[src/rtl/adder_ds_acc_if.sv]
// Window-accumulator bus: upstream sample stream, window controls and the
// valid/ready result port with its sticky overrun flag.
interface adder_ds_acc_if #(
  parameter int N     = 32,
  parameter int WIN_W = 4,
  parameter int ACC_W = N + WIN_W
);

  // Sample stream from the upstream register stage (no backpressure)
  logic             in_valid;
  logic [N-1:0]     in_data;

  // Window controls
  logic [WIN_W-1:0] win_len;
  logic             flush;

  // Result port
  logic             out_valid;
  logic             out_ready;
  logic [ACC_W-1:0] out_sum;
  logic [N-1:0]     out_max;
  logic [WIN_W:0]   out_cnt;
  logic             ovr;

  // Driver side: produces samples and controls, consumes results
  modport master (
    output in_valid, in_data, win_len, flush, out_ready,
    input  out_valid, out_sum, out_max, out_cnt, ovr
  );

  // Accumulator side
  modport slave (
    input  in_valid, in_data, win_len, flush, out_ready,
    output out_valid, out_sum, out_max, out_cnt, ovr
  );

endinterface

[src/rtl/adder_ds_acc.sv]
// Window accumulator: gathers the upstream result stream into windows of
// win_len samples and reports sum, maximum and count per window through a
// one-deep valid/ready holding register. A result that finds the holding
// register still occupied is dropped and flagged on the sticky ovr output.
module adder_ds_acc #(
  parameter int N     = 32,
  parameter int WIN_W = 4,
  parameter int ACC_W = N + WIN_W
) (
  input logic          clk,
  input logic          rst_n,
  adder_ds_acc_if.slave bus
);

  typedef enum logic [0:0] {
    IDLE  = 1'b0,
    ACCUM = 1'b1
  } state_t;

  // A window length field of zero encodes the largest window, 2^WIN_W
  localparam logic [WIN_W:0] FULL_LEN = {1'b1, {WIN_W{1'b0}}};
  localparam logic [WIN_W:0] ONE_CNT  = {{WIN_W{1'b0}}, 1'b1};

  // Window state
  state_t           r_state;
  state_t           w_state_nxt;
  logic [ACC_W-1:0] r_acc;
  logic [ACC_W-1:0] w_acc_nxt;
  logic [N-1:0]     r_max;
  logic [N-1:0]     w_max_nxt;
  logic [WIN_W:0]   r_cnt;
  logic [WIN_W:0]   w_cnt_nxt;
  logic [WIN_W:0]   r_len;
  logic [WIN_W:0]   w_len_nxt;

  // Completed-window result, valid only while w_done is high
  logic             w_done;
  logic [ACC_W-1:0] w_done_sum;
  logic [N-1:0]     w_done_max;
  logic [WIN_W:0]   w_done_cnt;

  // Datapath helpers
  logic [WIN_W:0]   w_len_eff;
  logic [ACC_W-1:0] w_sample_ext;
  logic [ACC_W-1:0] w_acc_add;
  logic [N-1:0]     w_max_upd;
  logic [WIN_W:0]   w_cnt_inc;

  // Output holding register
  logic             r_out_valid;
  logic [ACC_W-1:0] r_out_sum;
  logic [N-1:0]     r_out_max;
  logic [WIN_W:0]   r_out_cnt;
  logic             r_ovr;
  logic             w_load;
  logic             w_drop;

  // Effective window length and the arithmetic for absorbing one more sample
  always_comb begin
    w_len_eff    = (bus.win_len == '0) ? FULL_LEN : {1'b0, bus.win_len};
    w_sample_ext = ACC_W'(bus.in_data);
    w_acc_add    = r_acc + w_sample_ext;
    w_max_upd    = (bus.in_data > r_max) ? bus.in_data : r_max;
    w_cnt_inc    = r_cnt + ONE_CNT;
  end

  // Next window state and window-completion detect; flush overrides everything
  always_comb begin
    w_state_nxt = r_state;
    w_acc_nxt   = r_acc;
    w_max_nxt   = r_max;
    w_cnt_nxt   = r_cnt;
    w_len_nxt   = r_len;
    w_done      = 1'b0;
    w_done_sum  = '0;
    w_done_max  = '0;
    w_done_cnt  = '0;

    if (bus.flush) begin
      w_state_nxt = IDLE;
      w_acc_nxt   = '0;
      w_max_nxt   = '0;
      w_cnt_nxt   = '0;
      w_len_nxt   = '0;
    end else if (bus.in_valid) begin
      case (r_state)
        IDLE: begin
          if (w_len_eff == ONE_CNT) begin
            w_done      = 1'b1;
            w_done_sum  = w_sample_ext;
            w_done_max  = bus.in_data;
            w_done_cnt  = ONE_CNT;
            w_state_nxt = IDLE;
            w_acc_nxt   = '0;
            w_max_nxt   = '0;
            w_cnt_nxt   = '0;
            w_len_nxt   = '0;
          end else begin
            w_state_nxt = ACCUM;
            w_acc_nxt   = w_sample_ext;
            w_max_nxt   = bus.in_data;
            w_cnt_nxt   = ONE_CNT;
            w_len_nxt   = w_len_eff;
          end
        end
        ACCUM: begin
          if (w_cnt_inc == r_len) begin
            w_done      = 1'b1;
            w_done_sum  = w_acc_add;
            w_done_max  = w_max_upd;
            w_done_cnt  = w_cnt_inc;
            w_state_nxt = IDLE;
            w_acc_nxt   = '0;
            w_max_nxt   = '0;
            w_cnt_nxt   = '0;
            w_len_nxt   = '0;
          end else begin
            w_acc_nxt   = w_acc_add;
            w_max_nxt   = w_max_upd;
            w_cnt_nxt   = w_cnt_inc;
          end
        end
        default: begin
          w_state_nxt = IDLE;
          w_acc_nxt   = '0;
          w_max_nxt   = '0;
          w_cnt_nxt   = '0;
          w_len_nxt   = '0;
        end
      endcase
    end
  end

  // Window state register
  always_ff @(posedge clk or negedge rst_n) begin
    if (!rst_n) begin
      r_state <= IDLE;
      r_acc   <= '0;
      r_max   <= '0;
      r_cnt   <= '0;
      r_len   <= '0;
    end else begin
      r_state <= w_state_nxt;
      r_acc   <= w_acc_nxt;
      r_max   <= w_max_nxt;
      r_cnt   <= w_cnt_nxt;
      r_len   <= w_len_nxt;
    end
  end

  // A result is taken when the holding register is empty or being emptied
  always_comb begin
    w_load = w_done && (!r_out_valid || bus.out_ready);
    w_drop = w_done && r_out_valid && !bus.out_ready;
  end

  // Holding register and sticky overrun flag
  always_ff @(posedge clk or negedge rst_n) begin
    if (!rst_n) begin
      r_out_valid <= 1'b0;
      r_out_sum   <= '0;
      r_out_max   <= '0;
      r_out_cnt   <= '0;
      r_ovr       <= 1'b0;
    end else begin
      if (w_load) begin
        r_out_valid <= 1'b1;
        r_out_sum   <= w_done_sum;
        r_out_max   <= w_done_max;
        r_out_cnt   <= w_done_cnt;
      end else if (r_out_valid && bus.out_ready) begin
        r_out_valid <= 1'b0;
      end
      if (w_drop) begin
        r_ovr <= 1'b1;
      end
    end
  end

  assign bus.out_valid = r_out_valid;
  assign bus.out_sum   = r_out_sum;
  assign bus.out_max   = r_out_max;
  assign bus.out_cnt   = r_out_cnt;
  assign bus.ovr       = r_ovr;

endmodule

[src/flat_wrapper.sv]
// flat-port wrapper written by rule: the top's interface ports become plain ports
module adder_ds_acc_flat 
#(
  parameter int N     = 32,
  parameter int WIN_W = 4,
  parameter int ACC_W = N + WIN_W
)
  (clk, rst_n, bus_in_valid, bus_in_data, bus_win_len, bus_flush, bus_out_ready, bus_out_valid, bus_out_sum, bus_out_max, bus_out_cnt, bus_ovr);
  adder_ds_acc_if #(.N(N), .WIN_W(WIN_W), .ACC_W(ACC_W)) bus_i ();
  input logic clk;
  input logic rst_n;
  input wire logic [$bits(bus_i.in_valid)-1:0] bus_in_valid;
  input wire logic [$bits(bus_i.in_data)-1:0] bus_in_data;
  input wire logic [$bits(bus_i.win_len)-1:0] bus_win_len;
  input wire logic [$bits(bus_i.flush)-1:0] bus_flush;
  input wire logic [$bits(bus_i.out_ready)-1:0] bus_out_ready;
  output wire logic [$bits(bus_i.out_valid)-1:0] bus_out_valid;
  output wire logic [$bits(bus_i.out_sum)-1:0] bus_out_sum;
  output wire logic [$bits(bus_i.out_max)-1:0] bus_out_max;
  output wire logic [$bits(bus_i.out_cnt)-1:0] bus_out_cnt;
  output wire logic [$bits(bus_i.ovr)-1:0] bus_ovr;
  assign bus_i.in_valid = bus_in_valid;
  assign bus_i.in_data = bus_in_data;
  assign bus_i.win_len = bus_win_len;
  assign bus_i.flush = bus_flush;
  assign bus_i.out_ready = bus_out_ready;
  assign bus_out_valid = bus_i.out_valid;
  assign bus_out_sum = bus_i.out_sum;
  assign bus_out_max = bus_i.out_max;
  assign bus_out_cnt = bus_i.out_cnt;
  assign bus_ovr = bus_i.ovr;
  adder_ds_acc #(.N(N), .WIN_W(WIN_W), .ACC_W(ACC_W)) u_core (.clk(clk), .rst_n(rst_n), .bus(bus_i));
endmodule
[config.mk]
export PLATFORM = sky130hd
export DESIGN_NAME = adder_ds_acc_flat
export DESIGN_NICKNAME = d
export VERILOG_FILES = /design/src/rtl/adder_ds_acc_if.sv /design/src/rtl/adder_ds_acc.sv /design/src/flat_wrapper.sv
export SDC_FILE = /design/constraint.sdc
export NUM_CORES = 1
export LEC_CHECK = 0
export ABC_AREA = 1
export BUFFER_PORTS_ARGS = -buffer_cell sky130_fd_sc_hd__buf_2
export CORE_UTILIZATION = 60
export DETAILED_ROUTE_END_ITERATION = 6
export GPL_TIMING_DRIVEN = 0
export PLACE_DENSITY = 0.85
export SLEW_MARGIN = 5
export SYNTH_ARGS = -nofsm -noshare
export SYNTH_HDL_FRONTEND = slang
export SYNTH_SLANG_ARGS = --single-unit
[constraint.sdc]
create_clock -name clk -period 3.2 [get_ports clk]
set_clock_uncertainty 0.05 [all_clocks]
set_input_delay 0.64 -clock clk [delete_from_list [all_inputs] [get_ports clk]]
set_output_delay 0.64 -clock clk [all_outputs]
set_load 0.05 [all_outputs]
==> flow_summary.json, run 1 <==
{
  "total_clock_buffers_created_by_cts": 17,
  "max-vdd-ir-drop_mv": 0.545,
  "cp.arrival_ns": 3.35,
  "outcome": "finished, final reports clean",
  "switchingPower_mw": 4.31,
  "area_of_the_core_sq_um": 17400,
  "rr_startpoint": "u_core.r_max[31]",
  "synthMuxAreaShare_pct": 0,
  "routedWlPerCell_um": 17.9,
  "comb_power_share_pct": 46.6,
  "clk_transition_reported_paths_ns": 0.07,
  "power.share.clock_pct": 22.7,
  "avgSynthCellArea_sq_um": 6.56,
  "power_report.internal_total_mw": 4.58,
  "worst_slack_ns": 0.173,
  "layout.core_utilization_pct": 70.5,
  "rsz0062_at_grt": "false",
  "tightest_slew_ns": 1.01,
  "synthXorXnorAreaFrac_pct": 1.77,
  "clock-root-buffer": "clkbuf_16",
  "port_buffers": 115,
  "yosysWarningCount": 0,
  "synth_cells": 1648,
  "power_density_nw_per_um2": 725,
  "boundaryPins": 116,
  "insertion_delay_ns": 0.45,
  "gp_congestion": 0.984,
  "diodes": 0,
  "synth_sequential_area_ratio_pct": 35.6,
  "synthDistinctLibCells": 37,
  "seq_power_share_pct": 30.8,
  "holdCritPathClass": "primary input to asynchronous set/reset pin",
  "required_ns": 3.53,
  "layout_net_count": 1890,
  "cellLeakagePower_nw": 7.06,
  "vias_per_cell": 5.70,
  "first_global_vias": 10900,
  "cts_tree": "done",
  "post-route-period-util_pct": 94.6,
  "post_synth_fa_ha_maj_area_fraction_pct": 7.71,
  "hold_buffers": 0,
  "synth_compound_area_share_pct": 9.65,
  "maxSlewHeadroom_pct": 32.4,
  "route.detailed.drc": 0,
  "critical_path.startpoint_type": "register",
  "timing.reg2reg.worst_path_depth": 12,
  "setup_violations": 0,
  "place_hpwl_mm": 27.7,
  "synthesis.nets": 1755,
  "syn_to_final_growth_pct": 13.5,
  "drive_gt1_share_pct": 10.2,
  "setup.worst_path.start": "u_core.r_max[31]",
  "dp_slack_ns": -0.468,
  "syn_area_sq_um": 10800,
  "total_power_mw": 8.90,
  "final_period_minus_worst_setup_slack_ns": 3.03,
  "path_class": "register to register",
  "grt_max_degree": 90,
  "numClockSinks": 154,
  "slew_viol_final": 0,
  "clockBufferDepth": 2,
  "total_track_usage_pct": 40.3,
  "global_route.overflow_total": 0,
  "synth-seq-cells": 154,
  "path_max_fanout": 10,
  "grt_first_pass_wirelength_mm": 56.1,
  "total_of_max_cap_violations": 0,
  "totalWireLength_mm": 36.2,
  "initial_util_pct": 62.1,
  "achievable-frequency_ghz": 0.330,
  "grt_antenna_before_repair": 0,
  "die_span_in_x_um": 136,
  "htree_levels": 4,
  "design.die.area_sq_um": 18600,
  "drt_pre_antenna_iters": 6,
  "final_hold_viol_count": 0,
  "switching_share_pct": 48.5,
  "die_height_um": 136,
  "via_count": 11500,
  "dr.first_iter.drc_count": 1182,
  "simple_gate_area_share_of_the_yosys_netlist_pct": 34.5,
  "number_of_standard_cell_rows_in_the_floorplan": 48,
  "fillers": 1480,
  "endpoint_kind": "register",
  "setup_total_negative_slack_ns": 0,
  "antenna_violating_nets_remaining": 0,
  "synth_top_family_by_area": "simple AND/OR/NAND/NOR gates"
}
## power groups by stage
stage / sequential, mW / clock (mW) / combinational, mW
floorplan: 4.00 / 0 / 1.70
global placement: 2.73 / 0 / 3.98
detailed placement: 2.75 / 0 / 4.07
CTS: 2.73 / 2.00 / 4.09
global route: 2.79 / 2.08 / 4.47
finish: 2.74 / 2.02 / 4.14
## metal layers
| metal | vias to the layer above | global-route usage [%] | wire, um |
|---|---|---|---|
| met2 | 679 | 63.4 | 16500 |
| met3 | 96 | 8.50 | 3850 |
| li1 | 5467 | - | - |
| met4 | 0 | 20.2 | 1260 |
| met5 | - | 0 | 0 |
| met1 | 5266 | 52.2 | 14600 |
## kinds of logic after synthesis
logic type      Yosys count
simple gates            913
buf+inv                 296
compound gates          198
fa+ha+maj                66
flops                   154
xor+xnor                 21
## cells in the final DEF, fill, tap and decap left out, types with 2 or more instances in the layout
cell        synthesis  layout
xor2_1             18      18
a21oi_1            52      52
nor3_1              8       7
clkbuf_16           0      17
ha_1               65      65
o21bai_1            7       7
inv_6               0       3
nand2_1           637     636
inv_2               4       4
dfrtp_1           154     154
o22ai_1             6       6
clkinv_2            0       2
nand2_2             1       2
xnor2_1             2       2
o21ai_0            63      63
a21o_1              4       4
nand4_1            41      41
inv_1             230     230
nand3_1           107     107
o21ai_1            59      59
nor2_1            105     105
o21a_1              3       3
buf_6               2       2
clkinv_1            7       7
clkinvlp_4          0       2
buf_4               5       5
clkbuf_1           39      39
clkinv_4            0       4
nor2_2              8       8
buf_2               9     123
## cell usage after synthesis (all sizes together)
library cell / count / area share [%]
nand2: 638 / 22
inv: 234 / 8.1
dfrtp: 154 / 36
o21ai: 122 / 5.6
nor2: 113 / 4.1
nand3: 109 / 5.2
ha: 65 / 7.5
a21oi: 52 / 2.4
nand4: 42 / 2.5
clkbuf: 39 / 1.4
xor2: 19 / 1.6
buf: 16 / 0.97
nor3: 8 / 0.37
clkinv: 7 / 0.24
o21bai: 7 / 0.49
o22ai: 6 / 0.35
a21o: 4 / 0.28
o21a: 3 / 0.21
xnor2: 2 / 0.16
a21boi: 1 / 0.069
a31o: 1 / 0.081
a31oi: 1 / 0.058
and3: 1 / 0.058
fa: 1 / 0.19
nand3b: 1 / 0.069
o211ai: 1 / 0.069
or3: 1 / 0.058
## cell type report
cell class	count	area, sq um	area share (%)
flip-flops and latches	154	3850	31.4
multi-input cells	1198	5810	47.3
clock buffers	19	443	3.61
plain buffers	55	253	2.06
clock inverters	12	116	0.948
inverters	241	905	7.37
well taps	225	282	2.29
repair buffers	116	613	4.99
## flip-flops by register name, summed over array words and instances (netlist names)
signal                count
u_core.bus.out_sum       36
u_core.r_acc             36
u_core.bus.out_max       32
u_core.r_max             32
u_core.bus.out_cnt        5
u_core.r_cnt              5
u_core.r_len              5
u_core.bus.out_valid      1
u_core.bus.ovr            1
u_core.r_state            1
## final timing paths
check                                          to  slack, ns
min in group clk           u_core.bus.out_max[16]       0.42
min reg2reg                u_core.bus.out_max[16]       0.42
min                        u_core.bus.out_max[12]       0.07
max reg2reg                      u_core.r_max[19]       0.17
max in group asynchronous         u_core.r_acc[3]       2.16
max                              u_core.r_max[19]       0.17
## critical path: stages (launching register included)
cell and delay (ns):
dfrtp_1 0.37, inv_1 0.05, ha_1 0.29, nand2_1 0.11, nor3_2 0.35, and3_1 0.31, nand2_1 0.31, nand2_1 0.40
buf_2 0.33, nand2_1 0.11, nand3_1 0.12, nand2_1 0.08, nand2_1 0.07
## per-stage QoR
| step | cell area [sq um] | hold slack [ns] | instances |
|---|---|---|---|
| after floorplan | 10800 | 0.294 | 1648 |
| after global placement | 11700 | 0.407 | 1988 |
| after detailed placement | 11700 | 0.408 | 1989 |
| after CTS | 12300 | 0.101 | 2020 |
| after global routing | 12300 | 0.118 | 2020 |
| final | 12300 | 0.0666 | 2020 |
## timing repair
action,4_1_cts,5_1_grt
buffers inserted,0,0
resized for setup,1,3
gates cloned,0,0
setup endpoints to repair,22,34
Note: power is estimated with default switching activity, not from simulation.
==> run 2, diff against run 1 <==
--- a/config.mk
+++ b/config.mk
@@ -11,7 +11,7 @@
 export DETAILED_ROUTE_END_ITERATION = 6
 export GPL_TIMING_DRIVEN = 0
 export PLACE_DENSITY = 0.85
-export SLEW_MARGIN = 5
+export SLEW_MARGIN = 10
 export SYNTH_ARGS = -nofsm -noshare
 export SYNTH_HDL_FRONTEND = slang
 export SYNTH_SLANG_ARGS = --single-unit
==> constraint.sdc (replaced) <==
create_clock -name clk -period 3.2 [get_ports clk]
set_clock_uncertainty 0.05 [all_clocks]
set_input_delay 0.16 -clock clk [delete_from_list [all_inputs] [get_ports clk]]
set_output_delay 0.16 -clock clk [all_outputs]
set_load 0.05 [all_outputs]
==> flow_summary.json, run 2 (synthesis results as in run 1) <==
{
  "area_of_the_core_sq_um": 17400,
  "holdCritPathClass": "primary input to register",
  "most-common-layout-cells": "nand2_1, inv_1, dfrtp_1",
  "number_of_standard_cells_in_the_final_layout_excluding_fillers": 2025,
  "grt_max_degree": 90,
  "tightest_slew_ns": 0.997,
  "gp_congestion": 0.984,
  "fillers": 1473,
  "busiest_layer": "met2",
  "numClockSinks": 154,
  "gr-usage-met1_pct": 51.8,
  "grt_antenna_before_repair": 0,
  "drive_gt1_share_pct": 10.2,
  "grt_first_pass_wirelength_mm": 56.2,
  "port_buffers": 115,
  "endpoint_kind": "register",
  "via_count": 11500,
  "die_span_in_x_um": 136,
  "final_period_minus_worst_setup_slack_ns": 3.04,
  "critical_path.startpoint_type": "register",
  "insertion_delay_ns": 0.45,
  "initial_util_pct": 62.1,
  "setup.worst_path.start": "u_core.r_max[31]",
  "layout_commonest_cell": "nand2_1",
  "total_power_mw": 8.88,
  "cp.arrival_ns": 3.37,
  "outcome": "finished, final reports clean",
  "antenna_violating_nets_remaining": 0,
  "rsz0062_at_grt": "false",
  "clk_transition_reported_paths_ns": 0.06,
  "placedCellCount": 1989,
  "cellLeakagePower_nw": 7.08,
  "grtUsageMet2_pct": 63.5,
  "vias_per_cell": 5.70,
  "worst_setup_path_endpoint": "u_core.bus.out_max[16]",
  "syn_to_final_growth_pct": 14.0,
  "post_route_worst_hold_slack_ns": 0.0117,
  "global_route.overflow_total": 0,
  "max-vdd-ir-drop_mv": 0.545,
  "final_hold_viol_count": 0,
  "diodes": 0,
  "slew_viol_final": 0,
  "rr_endpoint": "u_core.bus.out_max[16]",
  "timing.reg2reg.worst_path_depth": 12,
  "layout_net_count": 1895,
  "drt_pre_antenna_iters": 6,
  "path_max_fanout": 10,
  "required_ns": 3.53,
  "place_hpwl_mm": 27.7,
  "clockBufferDepth": 2,
  "path_class": "register to register",
  "rr_startpoint": "u_core.r_max[31]",
  "first_global_vias": 11000,
  "number_of_standard_cell_rows_in_the_floorplan": 48,
  "total_of_max_cap_violations": 0,
  "totalWireLength_mm": 36.1,
  "r2r_setup_slack_ns": 0.16,
  "routedWlPerCell_um": 17.8,
  "achievable-frequency_ghz": 0.329,
  "cts_tree": "done",
  "maxSlewHeadroom_pct": 33.5,
  "dr.first_iter.drc_count": 1164,
  "met3_usage_pct": 8.65,
  "power_density_nw_per_um2": 721,
  "die_height_um": 136,
  "boundaryPins": 116,
  "setup_violations": 0,
  "post-route-period-util_pct": 95.1,
  "total_clock_buffers_created_by_cts": 17,
  "clock-root-buffer": "clkbuf_16",
  "htree_levels": 4,
  "postCtsSetupRepairBufs": 0,
  "design.die.area_sq_um": 18600,
  "route.detailed.drc": 0,
  "total_track_usage_pct": 40.3
}
==> run 2: cell count changes in the layout (fill, tap and decap cells not counted), sizes merged <==
cell,previous run,this run
dlygate4sd3,0,5
==> run 2: cell type report <==
type	count	area (sq um)	share of cell area (%)
multi-input cells	1198	5810	47.1
flip-flops and latches	154	3850	31.3
inverters	241	905	7.34
repair buffers	121	663	5.38
clock buffers	19	443	3.59
well taps	225	282	2.28
plain buffers	55	253	2.05
clock inverters	12	116	0.944
==> run 2: per-layer routing <==
metal | wire length, um | part of all wire [%] | up-vias
met5 | 0 | 0 | -
met4 | 1410 | 3.9 | 0
met3 | 3690 | 10 | 112
met2 | 16300 | 45 | 662
met1 | 14700 | 41 | 5294
li1 | - | - | 5474
==> run 2: timing repair <==
item,CTS,global route
endpoints found under the setup margin,22,37
gates resized for setup,1,3
hold endpoints to repair,68,0
pin swaps,0,0
hold buffers,5,0
==> run 2: worst min-delay path by stage <==
stage / from / endpoint / slack, ns / cells past startpoint
4_1_cts: bus_win_len[0] / u_core.r_len[4] / 0.01 / 4
3_5_place_dp: rst_n / u_core.bus.out_max[12] / 0.09 / 1
5_1_grt: bus_in_valid / u_core.r_len[1] / 0.05 / 3
2_1_floorplan: rst_n / u_core.bus.out_cnt[0] / -0.19 / 0
6_report: bus_win_len[0] / u_core.r_len[4] / 0.01 / 4
3_3_place_gp: bus_win_len[2] / u_core.r_len[2] / 0.39 / 3
==> run 2: worst max-delay path, stage by stage, from the launching register on <==
cell and delay, ns:
dfrtp_1 0.37, inv_1 0.05, ha_1 0.29, nand2_1 0.11, nor3_2 0.34, and3_1 0.33, nand2_1 0.32, nand2_1 0.40
buf_2 0.35, nand2_1 0.10, nand3_1 0.12, nand2_1 0.09, nand2_1 0.06
==> run 2: per-stage QoR <==
stage	setup TNS, ns	worst slack, ns	util (%)	area, sq um
detailed placement	-1.10	-0.0803	67.2	11700
floorplan	0	1.09	-	10800
CTS	0	0.0644	70.7	12300
global route	0	0.0617	70.8	12300
global placement	-52.66	-0.355	67.0	11700
finish	0	0.157	70.8	12300
==> run 2: power by group <==
group          total (mW)  internal [mW]  switching, mW
Sequential           2.74           2.45          0.289
Combinational        4.14           1.04           3.10
Clock                2.00           1.10          0.909
Total                8.88           4.59           4.30
